**config.mk**
```make
export PLATFORM = sky130hd
export DESIGN_NAME = input_debounce_filter
export DESIGN_NICKNAME = d
export VERILOG_FILES = /design/src/rtl/input_debounce_filter.sv
export SDC_FILE = /design/constraint.sdc
export NUM_CORES = 1
export LEC_CHECK = 0
export CORE_MARGIN = 2
export CORE_UTILIZATION = 50
export CTS_CLUSTER_DIAMETER = 120
export DETAILED_ROUTE_END_ITERATION = 10
export PLACE_DENSITY = 0.81
export SYNTH_ARGS = -nofsm -noshare
export SYNTH_HDL_FRONTEND = slang
export SYNTH_SLANG_ARGS = --single-unit
export TNS_END_PERCENT = 1
```
**constraint.sdc**
```tcl
create_clock -name Clock -period 1.9 [get_ports Clock]
set_input_delay 0.285 -clock Clock [delete_from_list [all_inputs] [get_ports Clock]]
set_output_delay 0.285 -clock Clock [all_outputs]
set_load 0.03 [all_outputs]
```
**src/rtl/input_debounce_filter.sv**
```systemverilog
// Two-flop synchroniser plus a four-state debouncer: a level is accepted only
// after DEBOUNCE_CYCLES consecutive matching samples; aborted attempts are counted.
module input_debounce_filter #(
   parameter int DEBOUNCE_CYCLES = 16,
   parameter int CNT_W           = 5,
   parameter int GLITCH_W        = 8
) (
   input  logic                Clock,
   input  logic                Reset,
   input  logic                A_raw,
   output logic                A,
   output logic                A_rise,
   output logic                A_fall,
   output logic                settling,
   output logic [GLITCH_W-1:0] glitch_cnt
);

   typedef enum logic [1:0] {
      STABLE_LO = 2'd0,
      WAIT_HI   = 2'd1,
      STABLE_HI = 2'd2,
      WAIT_LO   = 2'd3
   } state_t;

   localparam logic [CNT_W-1:0] CNT_LAST = CNT_W'(DEBOUNCE_CYCLES - 1);

   state_t              state_q;
   logic                s1_q, s2_q;
   logic [CNT_W-1:0]    cnt_q;
   logic                a_q, rise_q, fall_q, settling_q;
   logic [GLITCH_W-1:0] glitch_q;
   logic [GLITCH_W-1:0] glitch_d;

   function automatic logic [GLITCH_W-1:0] glitch_sat_inc(input logic [GLITCH_W-1:0] v);
      return (&v) ? v : v + 1'b1;
   endfunction

   always_comb glitch_d = glitch_sat_inc(glitch_q);

   always_ff @(posedge Clock or negedge Reset) begin
      if (!Reset) begin
         s1_q       <= 1'b0;
         s2_q       <= 1'b0;
         state_q    <= STABLE_LO;
         cnt_q      <= '0;
         a_q        <= 1'b0;
         rise_q     <= 1'b0;
         fall_q     <= 1'b0;
         settling_q <= 1'b0;
         glitch_q   <= '0;
      end else begin
         s1_q   <= A_raw;
         s2_q   <= s1_q;
         rise_q <= 1'b0;
         fall_q <= 1'b0;
         case (state_q)
            STABLE_LO: begin
               cnt_q <= s2_q ? CNT_W'(1) : '0;
               settling_q <= s2_q;
               if (s2_q) state_q <= WAIT_HI;
            end
            WAIT_HI: begin
               if (!s2_q) begin
                  state_q    <= STABLE_LO;
                  glitch_q   <= glitch_d;
                  cnt_q      <= '0;
                  settling_q <= 1'b0;
               end else if (cnt_q == CNT_LAST) begin
                  state_q    <= STABLE_HI;
                  a_q        <= 1'b1;
                  rise_q     <= 1'b1;
                  cnt_q      <= '0;
                  settling_q <= 1'b0;
               end else begin
                  cnt_q <= cnt_q + 1'b1;
               end
            end
            STABLE_HI: begin
               cnt_q <= !s2_q ? CNT_W'(1) : '0;
               settling_q <= !s2_q;
               if (!s2_q) state_q <= WAIT_LO;
            end
            WAIT_LO: begin
               if (s2_q) begin
                  state_q    <= STABLE_HI;
                  glitch_q   <= glitch_d;
                  cnt_q      <= '0;
                  settling_q <= 1'b0;
               end else if (cnt_q == CNT_LAST) begin
                  state_q    <= STABLE_LO;
                  a_q        <= 1'b0;
                  fall_q     <= 1'b1;
                  cnt_q      <= '0;
                  settling_q <= 1'b0;
               end else begin
                  cnt_q <= cnt_q + 1'b1;
               end
            end
            // Corrupted encodings fall back to a known-low level.
            default: begin
               state_q    <= STABLE_LO;
               a_q        <= 1'b0;
               cnt_q      <= '0;
               settling_q <= 1'b0;
            end
         endcase
      end
   end

   assign A          = a_q;
   assign A_rise     = rise_q;
   assign A_fall     = fall_q;
   assign settling   = settling_q;
   assign glitch_cnt = glitch_q;

endmodule

```
==> results.sh, run 1 <==
export IMPL_cts_clk_slew_worst_paths_ns=0.12
export IMPL_routed_wl_um=1440
export IMPL_clock_latency_ns=0.29
export IMPL_drt_first_pass_iters=3
export IMPL_fp_dieH_um=47.2
export IMPL_slowest_stage="clkdlybuf4s50_1"
export IMPL_crit_chain="clkdlybuf4s50_1"
export IMPL_p_sw_uw=457
export IMPL_vdd_drop_max_uv=957
export IMPL_syn_inst=76
export IMPL_start_kind="flip-flop"
export IMPL_hold_viol=0
export IMPL_period_needed_ns=1.74
export IMPL_root_buffer="clkbuf_4"
export IMPL_drt_iter0_markers=3
export IMPL_post_cts_buffers=0
export IMPL_placed_cells=115
export IMPL_io_buffers=14
export IMPL_drv_slew=0
export IMPL_grt_start_max_net_pins=22
export IMPL_arrival_ns=1.46
export IMPL_viasPerCell=5.10
export IMPL_start_util_pct=53.5
export IMPL_num_antenna_cells=0
export IMPL_skew_ns=0.00802
export IMPL_rows=15
export IMPL_clock_path_buffers=2
export IMPL_power_density_nw_per_um2=1100
export IMPL_ys_flop_type="dfrtp_1"
export IMPL_routedWlPerCell_um=12.1
export IMPL_cp_max_fo=5
export IMPL_gp_congestion=0.709
export IMPL_grt_overflow=0
export IMPL_relSlewSlack_pct=74.0
export IMPL_die_area_sq_um=2230
export IMPL_fin_setup_tns_ns=0
export IMPL_cts_buffers_inserted=3
export IMPL_fillers=146
export IMPL_ioPinCount=15
export IMPL_area_delta_synth_final_pct=21.6
export IMPL_crit_buf_inv=1
export IMPL_intPower_uw=792
export IMPL_antenna_found_initial=0
export IMPL_min_path_type="primary input to asynchronous set/reset pin"
export IMPL_worstSetupEndpointType="output port"
export IMPL_critical_path_top_delay_family="buffers and inverters"
export IMPL_drv_cap=0
export IMPL_worstPathRequired_ns=1.62
export IMPL_clock_sinks=21
export IMPL_ys_types=26
export IMPL_grt_pass1_vias=540
export IMPL_cts_resized=0
export IMPL_vias=607
export IMPL_worst_pin_slew_ns=0.390
export IMPL_htree_levels=1
export IMPL_synth_seq_cells=21
export IMPL_switching_share_pct=36.6
export IMPL_postSynthAreaPerCell_sq_um=12.3
export IMPL_drive_gt1_share_pct=16.0
export IMPL_async_flop_share_pct=100
export IMPL_p_total_uw=1250
export IMPL_rsz0062_at_grt="false"
export IMPL_drc_errors=0
export IMPL_layout_cells_most_common="dfrtp_1"
export IMPL_cts_tree="built"
export IMPL_die_w_um=47.2
export IMPL_ys_seq_area_share_pct=56.2
export IMPL_hpwl_um=1050
export IMPL_status="finished clean"
export IMPL_grt_first_pass_wirelength_um=2320
export IMPL_p_leak_uw=0.000496
export IMPL_fin_crit_sh_pct=91.7
export IMPL_p_seq_share_pct=49.4
export IMPL_power_frac_clock_pct=16.4
export IMPL_crit_path_max_incr_delay_ns=0.71
export IMPL_nets=100
export IMPL_fp_coreArea_sq_um=1750
export IMPL_ant_nets=0
export IMPL_hold_slack_ns=0.318
export IMPL_max_freq_mhz=574
export IMPL_synth_area_sq_um=935
export IMPL_synth_warnings=0
export IMPL_finalSetupViolCount=0
export IMPL_synth_fp_nets=81
export IMPL_gr_usage_all_layers_pct=14.9
export IMPL_fin_cells=119
export IMPL_cts_hold_buffers_added=0
export IMPL_final_cell_mix="dfrtp_1 (21), clkdlybuf4s50_1 (14), nand3_1 (6)"
export IMPL_pwr_share_comb_pct=34.2
export IMPL_synth_edf_count=0
export IMPL_worst_setup_path_type="flip-flop to output port"
-- cells in the mapped netlist, types with 3 or more instances --
master,count,area (sq um)
dfrtp_1,21,526
nand3_1,6,30.0
nand2_1,5,18.8
nor2_1,5,18.8
xnor2_1,4,35.0
inv_1,3,11.3
nand4_1,3,18.8
o21ai_0,3,15.0
xor2_1,3,26.3
-- worst paths after layout --
| check | cells past startpoint | start | slack [ns] | end |
|---|---|---|---|---|
| max | 1 | glitch_cnt[0] | 0.16 | glitch_cnt[0] |
| min | 2 | Reset | 0.32 | glitch_cnt[6] |
| max reg2reg | 4 | s2_q | 0.38 | glitch_cnt[7] |
| min reg2reg | 0 | s1_q | 0.37 | s2_q |
| max in group asynchronous | 2 | Reset | 1.37 | s2_q |
| min in group Clock | 0 | s1_q | 0.37 | s2_q |
-- flip-flops by register name, summed over array words and instances, names as in the netlist, named ones only --
signal and flops:
A 1, A_fall 1, A_rise 1, cnt_q 5, glitch_cnt 8, s1_q 1, s2_q 1, settling 1
state_q 1
-- final cells by class --
cell class | count | area (sq um) | area share (%)
Sequential cell | 21 | 526 | 46.3
Multi-Input combinational cell | 51 | 393 | 34.6
Timing Repair Buffer | 15 | 148 | 13.0
Tap cell | 25 | 31.3 | 2.75
Clock inverter | 1 | 5.00 | 0.441
Clock buffer | 3 | 22.5 | 1.98
Inverter | 3 | 11.3 | 0.991
-- routing by layer --
metal / up-vias / share of wire (%) / GRT usage, %
met3: 2 / 2.4 / 4.62
met1: 293 / 51 / 21.8
met4: 0 / 0.83 / 5.00
met5: - / 0 / 0
li1: 304 / - / -
met2: 8 / 45 / 21.1
-- power by group through the flow --
| stage | clock, uW | sequential, uW | combinational (uW) |
|---|---|---|---|
| 2_1_floorplan | 0 | 732 | 140 |
| 3_3_place_gp | 0 | 614 | 427 |
| 3_5_place_dp | 0 | 625 | 429 |
| 4_1_cts | 210 | 616 | 433 |
| 5_1_grt | 235 | 633 | 458 |
| 6_report | 205 | 617 | 427 |
-- metrics by stage --
| stage | worst slack, ns | util [%] | instance area, sq um |
|---|---|---|---|
| detailed placement | 0.388 | 63.5 | 1110 |
| global placement | 0.426 | 63.5 | 1110 |
| floorplan | 0.269 | - | 935 |
| global route | 0.0737 | 65.1 | 1140 |
| finish | 0.157 | 65.1 | 1140 |
| CTS | 0.151 | 65.1 | 1140 |
-- cells by family after synthesis --
| logic type | count (synthesis) | synth area share, % |
|---|---|---|
| adders and majority gates | 2 | 2.68 |
| xor gates and xnor gates | 8 | 9.51 |
| DFF | 21 | 56.2 |
| and+or+nand+nor | 29 | 18.3 |
| buffers and inverters | 4 | 1.74 |
| muxes | 3 | 4.02 |
| AOI/OAI and AO/OA | 9 | 7.50 |
No activity file was read; power rests on OpenSTA's default activity.
==> run 2, diff against run 1 <==
--- a/config.mk
+++ b/config.mk
@@ -7,9 +7,10 @@
 export LEC_CHECK = 0
 export CORE_MARGIN = 2
 export CORE_UTILIZATION = 50
-export CTS_CLUSTER_DIAMETER = 120
+export CTS_CLUSTER_DIAMETER = 50
 export DETAILED_ROUTE_END_ITERATION = 10
 export PLACE_DENSITY = 0.81
+export SLEW_MARGIN = 20
 export SYNTH_ARGS = -nofsm -noshare
 export SYNTH_HDL_FRONTEND = slang
 export SYNTH_SLANG_ARGS = --single-unit
==> results of run 2 <==
The final DEF is identical to that of run 1; final timing and power are the same.
